## src/rtl/spi_image_loader.sv

```systemverilog
// rtl/spi_image_loader.sv - SPI byte-stream command decoder and image buffer loader
//
// Purpose: takes bytes from the SPI receiver one at a time and decodes a
// one-byte command. LOAD copies IMG_BYTES bytes of packed binary image into
// the image buffer. CLEAR zero-fills the buffer. Once a full image is
// resident, img_ready is raised and SPI traffic is held off until the
// inference core returns img_consumed.
//
// Ports:
//   clk, rst_n            clock, synchronous active-low reset
//   spi_rx_data[7:0]      received byte from the SPI peripheral
//   byte_valid            peripheral holds a complete byte
//   byte_taken            one-cycle acknowledge back to the peripheral
//   rx_enable             permits the peripheral to receive
//   buf_we/addr/wdata     image buffer write port
//   img_ready             full image resident in the buffer
//   img_consumed          inference is done with the image (pulse or level)
//   cmd_error             one-cycle pulse on unknown command or LOAD timeout
//   busy                  controller is in any state other than CMD_WAIT
module spi_image_loader #(
  parameter int         IMG_BYTES      = 128,
  parameter int         ADDR_W         = 7,
  parameter logic [7:0] CMD_LOAD       = 8'hA0,
  parameter logic [7:0] CMD_CLEAR      = 8'hC0,
  parameter int         TIMEOUT_CYCLES = 100000
) (
  input  logic              clk,
  input  logic              rst_n,
  input  logic [7:0]        spi_rx_data,
  input  logic              byte_valid,
  output logic              byte_taken,
  output logic              rx_enable,
  output logic              buf_we,
  output logic [ADDR_W-1:0] buf_addr,
  output logic [7:0]        buf_wdata,
  output logic              img_ready,
  input  logic              img_consumed,
  output logic              cmd_error,
  output logic              busy
);

  localparam int                TMO_W     = $clog2(TIMEOUT_CYCLES + 1);
  localparam logic [ADDR_W-1:0] LAST_ADDR = ADDR_W'(IMG_BYTES - 1);
  localparam logic [ADDR_W-1:0] ADDR_ZERO = '0;
  localparam logic [ADDR_W-1:0] ADDR_ONE  = ADDR_W'(1);
  localparam logic [TMO_W-1:0]  TMO_ZERO  = '0;
  localparam logic [TMO_W-1:0]  TMO_ONE   = TMO_W'(1);
  localparam logic [TMO_W-1:0]  TMO_LIMIT = TMO_W'(TIMEOUT_CYCLES);

  typedef enum logic [1:0] {
    CMD_WAIT,
    LOAD,
    CLEAR,
    IMG_READY
  } state_t;

  state_t            state_q, state_d;
  logic              armed_q, armed_d;
  logic [ADDR_W-1:0] cnt_q, cnt_d;
  logic [TMO_W-1:0]  tmo_q, tmo_d;
  logic              byte_taken_q, byte_taken_d;
  logic              rx_enable_q, rx_enable_d;
  logic              buf_we_q, buf_we_d;
  logic [ADDR_W-1:0] buf_addr_q, buf_addr_d;
  logic [7:0]        buf_wdata_q, buf_wdata_d;
  logic              img_ready_q, img_ready_d;
  logic              cmd_error_q, cmd_error_d;
  logic              busy_q, busy_d;
  logic              accept;

  // The peripheral's byte_valid is registered and may stay high one cycle
  // after our acknowledge; armed blocks a second accept of the same byte
  // until byte_valid has been seen low.
  assign accept = byte_valid && armed_q && ((state_q == CMD_WAIT) || (state_q == LOAD));

  always_ff @(posedge clk) begin
    if (!rst_n) begin
      state_q      <= CMD_WAIT;
      armed_q      <= 1'b1;
      cnt_q        <= ADDR_ZERO;
      tmo_q        <= TMO_ZERO;
      byte_taken_q <= 1'b0;
      rx_enable_q  <= 1'b0;
      buf_we_q     <= 1'b0;
      buf_addr_q   <= ADDR_ZERO;
      buf_wdata_q  <= 8'h00;
      img_ready_q  <= 1'b0;
      cmd_error_q  <= 1'b0;
      busy_q       <= 1'b0;
    end else begin
      state_q      <= state_d;
      armed_q      <= armed_d;
      cnt_q        <= cnt_d;
      tmo_q        <= tmo_d;
      byte_taken_q <= byte_taken_d;
      rx_enable_q  <= rx_enable_d;
      buf_we_q     <= buf_we_d;
      buf_addr_q   <= buf_addr_d;
      buf_wdata_q  <= buf_wdata_d;
      img_ready_q  <= img_ready_d;
      cmd_error_q  <= cmd_error_d;
      busy_q       <= busy_d;
    end
  end

  always_comb begin
    state_d      = state_q;
    cnt_d        = cnt_q;
    tmo_d        = tmo_q;
    byte_taken_d = accept;
    armed_d      = armed_q ? !accept : !byte_valid;
    buf_we_d     = 1'b0;
    buf_addr_d   = buf_addr_q;
    buf_wdata_d  = buf_wdata_q;
    cmd_error_d  = 1'b0;

    case (state_q)
      CMD_WAIT: begin
        if (accept) begin
          if (spi_rx_data == CMD_LOAD) begin
            state_d = LOAD;
            cnt_d   = ADDR_ZERO;
            tmo_d   = TMO_ZERO;
          end else if (spi_rx_data == CMD_CLEAR) begin
            // First zero write is issued together with the command accept so
            // that every cycle spent in CLEAR carries exactly one write.
            state_d     = CLEAR;
            cnt_d       = ADDR_ZERO;
            buf_we_d    = 1'b1;
            buf_addr_d  = ADDR_ZERO;
            buf_wdata_d = 8'h00;
          end else begin
            cmd_error_d = 1'b1;
          end
        end
      end

      LOAD: begin
        if (accept) begin
          buf_we_d    = 1'b1;
          buf_addr_d  = cnt_q;
          buf_wdata_d = spi_rx_data;
          tmo_d       = TMO_ZERO;
          if (cnt_q == LAST_ADDR) begin
            state_d = IMG_READY;
          end else begin
            cnt_d = cnt_q + ADDR_ONE;
          end
        end else if ((tmo_q + TMO_ONE) == TMO_LIMIT) begin
          // Stalled sender: abandon the partial image, buffer left as-is.
          cmd_error_d = 1'b1;
          state_d     = CMD_WAIT;
          tmo_d       = TMO_ZERO;
        end else begin
          tmo_d = tmo_q + TMO_ONE;
        end
      end

      CLEAR: begin
        // cnt_q holds the address most recently written.
        if (cnt_q == LAST_ADDR) begin
          state_d = CMD_WAIT;
        end else begin
          cnt_d       = cnt_q + ADDR_ONE;
          buf_we_d    = 1'b1;
          buf_addr_d  = cnt_q + ADDR_ONE;
          buf_wdata_d = 8'h00;
        end
      end

      IMG_READY: begin
        if (img_consumed) begin
          state_d = CMD_WAIT;
        end
      end

      default: begin
        state_d = CMD_WAIT;
      end
    endcase

    // Status outputs are registered from the next state so they line up
    // with the state the controller is actually in.
    rx_enable_d = (state_d == CMD_WAIT) || (state_d == LOAD);
    img_ready_d = (state_d == IMG_READY);
    busy_d      = (state_d != CMD_WAIT);
  end

  assign byte_taken = byte_taken_q;
  assign rx_enable  = rx_enable_q;
  assign buf_we     = buf_we_q;
  assign buf_addr   = buf_addr_q;
  assign buf_wdata  = buf_wdata_q;
  assign img_ready  = img_ready_q;
  assign cmd_error  = cmd_error_q;
  assign busy       = busy_q;

endmodule

```

## config.mk

```make
export PLATFORM = sky130hd
export DESIGN_NAME = spi_image_loader
export DESIGN_NICKNAME = d
export VERILOG_FILES = /design/src/rtl/spi_image_loader.sv
export SDC_FILE = /design/constraint.sdc
export NUM_CORES = 1
export LEC_CHECK = 0
export CORE_ASPECT_RATIO = 2
export CORE_MARGIN = 5
export CORE_UTILIZATION = 30
export CTS_CLUSTER_DIAMETER = 200
export DETAILED_ROUTE_END_ITERATION = 8
export GPL_TIMING_DRIVEN = 0
export HOLD_SLACK_MARGIN = 0.02
export PLACE_DENSITY = 0.54
export SETUP_SLACK_MARGIN = 0.15
export SLEW_MARGIN = 20
export SYNTH_ARGS = -nofsm -noshare
export SYNTH_HDL_FRONTEND = slang
export SYNTH_SLANG_ARGS = --single-unit
export TNS_END_PERCENT = 30
```

## constraint.sdc

```tcl
create_clock -name clk -period 3.75 [get_ports clk]
set_input_delay 0.5625 -clock clk [delete_from_list [all_inputs] [get_ports clk]]
set_output_delay 0.5625 -clock clk [all_outputs]
set_load 0.02 [all_outputs]
```

==> load_flow_metrics.sql <==
INSERT INTO impl_metrics (metric_group, metric, value, unit) VALUES
('outcome', 'outcome', 'complete, no violations', ''),
('power', 'pwr_density_cell', '317', 'nW/µm²'),
('critical_path', 'crit_path_max_fanout', '10', ''),
('clock_tree', 'cts_repair_resize_count', '0', ''),
('place', 'gp_congestion', '0.864', ''),
('critical_path', 'crit_arrival', '3.56', 'ns'),
('sta', 'rsz_0062_raised_after_global_routing', 'false', ''),
('layout', 'utilization', '0.374', ''),
('floorplanning', 'initial_core_util', '0.307', ''),
('layout', 'finish.net_count', '397', ''),
('place', 'place.detailed.hpwl', '6410', 'µm'),
('logic_synthesis', 'post-synth-top-area-cell', 'dfxtp_1', ''),
('place', 'port-buffer-count', '31', ''),
('logic_synthesis', 'post-synth-top-area-fraction', '0.362', ''),
('layout', 'num-fill-cells', '945', ''),
('critical_path', 'crit_chain', 'clkdlybuf4s50_1 > or4_1 > clkbuf_2 > o41ai_1 > nor2_1 > clkbuf_1 > a21oi_1 > o31ai_1', ''),
('clock_tree', 'ctsHoldBuffers', '0', ''),
('global_route', 'grt_first_pass_wirelength', '13400', 'µm'),
('logic_synthesis', 'synth_area_leaders', 'dfxtp_1 (36%), nand3_1 (5.5%), nand2_1 (5.1%)', ''),
('floorplanning', 'top_level_ports', '33', ''),
('clock_tree', 'cts_root_buf', 'clkbuf_16', ''),
('global_route', 'grt.busiest_layer', 'met2', ''),
('logic_synthesis', 'postSynthCellCount', '341', ''),
('critical_path', 'endpoint_kind', 'flop', ''),
('sta', 'timing.final.crit_period', '3.39', 'ns'),
('power', 'finalPower', '1020', 'µW'),
('sta', 'layout_worst_path_cycle_share', '0.905', ''),
('critical_path', 'timing.critical_path.slowest_cell_delay', '0.94', 'ns'),
('routing', 'drtPass1Iterations', '4', ''),
('routing', 'wirelength', '8110', 'µm'),
('clock_tree', 'worstSkewPairLatency', '0.29', 'ns'),
('logic_synthesis', 'ys_async_sr_fraction', '0', ''),
('logic_synthesis', 'ys_seq_elements', '48', ''),
('layout', 'areaGrowthSynthToFinish', '21.9', '%'),
('sta', 'clock_skew', '0.00545', 'ns'),
('clock_tree', 'clock_buffer_count_from_cts', '5', ''),
('hold_path', 'worst_hold_path_type', 'flop to flop', ''),
('routing', 'post_drt_via_cell_ratio', '5.55', ''),
('layout', 'antennaDiodeCount', '0', ''),
('clock_tree', 'maximum_buffer_depth_of_the_clock_tree', '2', ''),
('logic_synthesis', 'synthTopCellsByCount', 'dfxtp_1 (48), nand2_1 (36), nand3_1 (29)', ''),
('global_route', 'grtUsageMet1', '0.129', ''),
('power', 'power.ir.vdd_worst', '0.157', 'mV'),
('clock_tree', 'post-cts-setup-buffers', '0', ''),
('sta', 'fin_worst_hold_slack', '0.452', 'ns'),
('power', 'leakagePower', '0.00105', 'µW'),
('logic_synthesis', 'synthesis.nets', '359', ''),
('routing', 'drc', '0', ''),
('critical_path', 'crit_type', 'primary input to flop', ''),
('logic_synthesis', 'cell_with_the_most_instances_after_synthesis', 'dfxtp_1', ''),
('sta', 'relSlewSlack', '0.298', ''),
('floorplanning', 'fp-row-count', '48', ''),
('logic_synthesis', 'ys_dominant_reg_cell', 'dfxtp_1', ''),
('sta', 'worst-slew-pin-transition', '1.04', 'ns'),
('global_route', 'met2_usage', '0.312', ''),
('logic_synthesis', 'synth.lib_cells_used.distinct', '54', ''),
('sta', 'setup-tns-final', '0', 'ns'),
('flow_run', 'max_cap_violations', '0', ''),
('sta', 'max_clock_freq', '0.295', 'GHz'),
('logic_synthesis', 'syn-cell-area', '2650', 'µm²'),
('layout', 'post_route_cells_drive_above_1_share', '0.0474', ''),
('critical_path', 'required', '3.92', 'ns'),
('global_route', 'global_route.usage.met3', '0.0259', ''),
('clock_tree', 'clkSlewWorstSetupHoldPaths', '0.06', 'ns'),
('sta', 'timing.final.setup_violations', '0', ''),
('critical_path', 'startpoint_type', 'primary input', ''),
('clock_tree', 'cts_tree', 'yes', ''),
('routing', 'drt-initial-drc-count', '99', ''),
('global_route', 'grt_pass1_vias', '2735', ''),
('logic_synthesis', 'synthesis.yosys.warnings', '0', ''),
('routing', 'wl_per_cell', '16.9', 'µm');
## critical path: cells and delay by family
| family | cells | cell delay [ns] |
|---|---|---|
| AOI/OAI and AO/OA | 3 | 1.24 |
| buffers and inverters | 3 | 0.92 |
| and+or+nand+nor | 2 | 0.82 |
## flip-flops by register name, indices dropped and copies added (netlist names)
signal / flops
armed_q: 1
buf_addr: 7
buf_wdata: 8
buf_we: 1
busy: 1
byte_taken: 1
cmd_error: 1
cnt_q: 7
img_ready: 1
rx_enable: 1
state_q: 2
tmo_q: 17
## where the power goes
group          switching (µW)  internal [µW]  total (µW)
Combinational            30.1           19.3        49.4
Clock                     194            267         461
Sequential               1.31            512         514
## layout by cell type (no fill, tap or decap), drive strengths merged, types with 3 or more instances in the layout
cell type	instances
nand2	37
a21o	4
nor2	25
and2	3
or2	4
ha	6
a31oi	3
o311ai	3
clkbuf	24
dfxtp	48
a32o	3
a22o	3
nor2b	3
or3	9
a21oi	26
xnor2	7
o21ai	22
a22oi	3
inv	16
clkdlybuf4s50	31
nand3	29
o31ai	8
nand4	7
nor3	10
and3	7
a211oi	3
nand2b	3
## cells by family (layout without fill, tap and decap cells)
group / after synthesis / in the layout / synth area share
flops: 48 / 48 / 0.362
mux: 2 / 2 / 0.00802
xor+xnor: 9 / 9 / 0.0297
fa+ha+maj: 6 / 6 / 0.0283
compound gates: 97 / 97 / 0.250
simple gates: 145 / 145 / 0.269
buf+inv: 34 / 73 / 0.0524
## layout make-up
| class | instances | area, µm² | area share |
|---|---|---|---|
| plain buffers | 18 | 78.8 | 0.0244 |
| clock buffers | 8 | 146 | 0.0453 |
| inverters | 16 | 60.1 | 0.0186 |
| multi-input cells | 259 | 1550 | 0.480 |
| flip-flops and latches | 48 | 961 | 0.297 |
| well taps | 100 | 125 | 0.0387 |
| repair buffers | 31 | 310 | 0.0960 |
## through the flow
| step | std cells | area, µm² | setup slack [ns] |
|---|---|---|---|
| 4_1_cts | 480 | 3230 | 0.309 |
| 6_report | 480 | 3230 | 0.356 |
| 3_3_place_gp | 472 | 3090 | 0.0557 |
| 3_5_place_dp | 472 | 3090 | 0.0136 |
| 5_1_grt | 480 | 3230 | 0.154 |
| 2_1_floorplan | 341 | 2650 | 1.16 |
## final timing paths
check        depth (start not counted)  slack (ns)                   endpoint                       from
max                                  8        0.36      tmo_q[8]$_SDFFE_PN0P_             spi_rx_data[0]
min                                  2        0.45  buf_wdata[0]$_SDFFE_PN0P_  buf_wdata[0]$_SDFFE_PN0P_
max reg2reg                          9        0.68      tmo_q[8]$_SDFFE_PN0P_      state_q[1]$_SDFF_PN0_
min reg2reg                          2        0.45  buf_wdata[0]$_SDFFE_PN0P_  buf_wdata[0]$_SDFFE_PN0P_
## routing by layer
metal  up-vias  part of all wire
li1       1322                 -
met1      1245              0.32
met2        69              0.58
met3        29             0.030
met4         0             0.065
met5         -                 0
(Power assumes the default switching activity.)
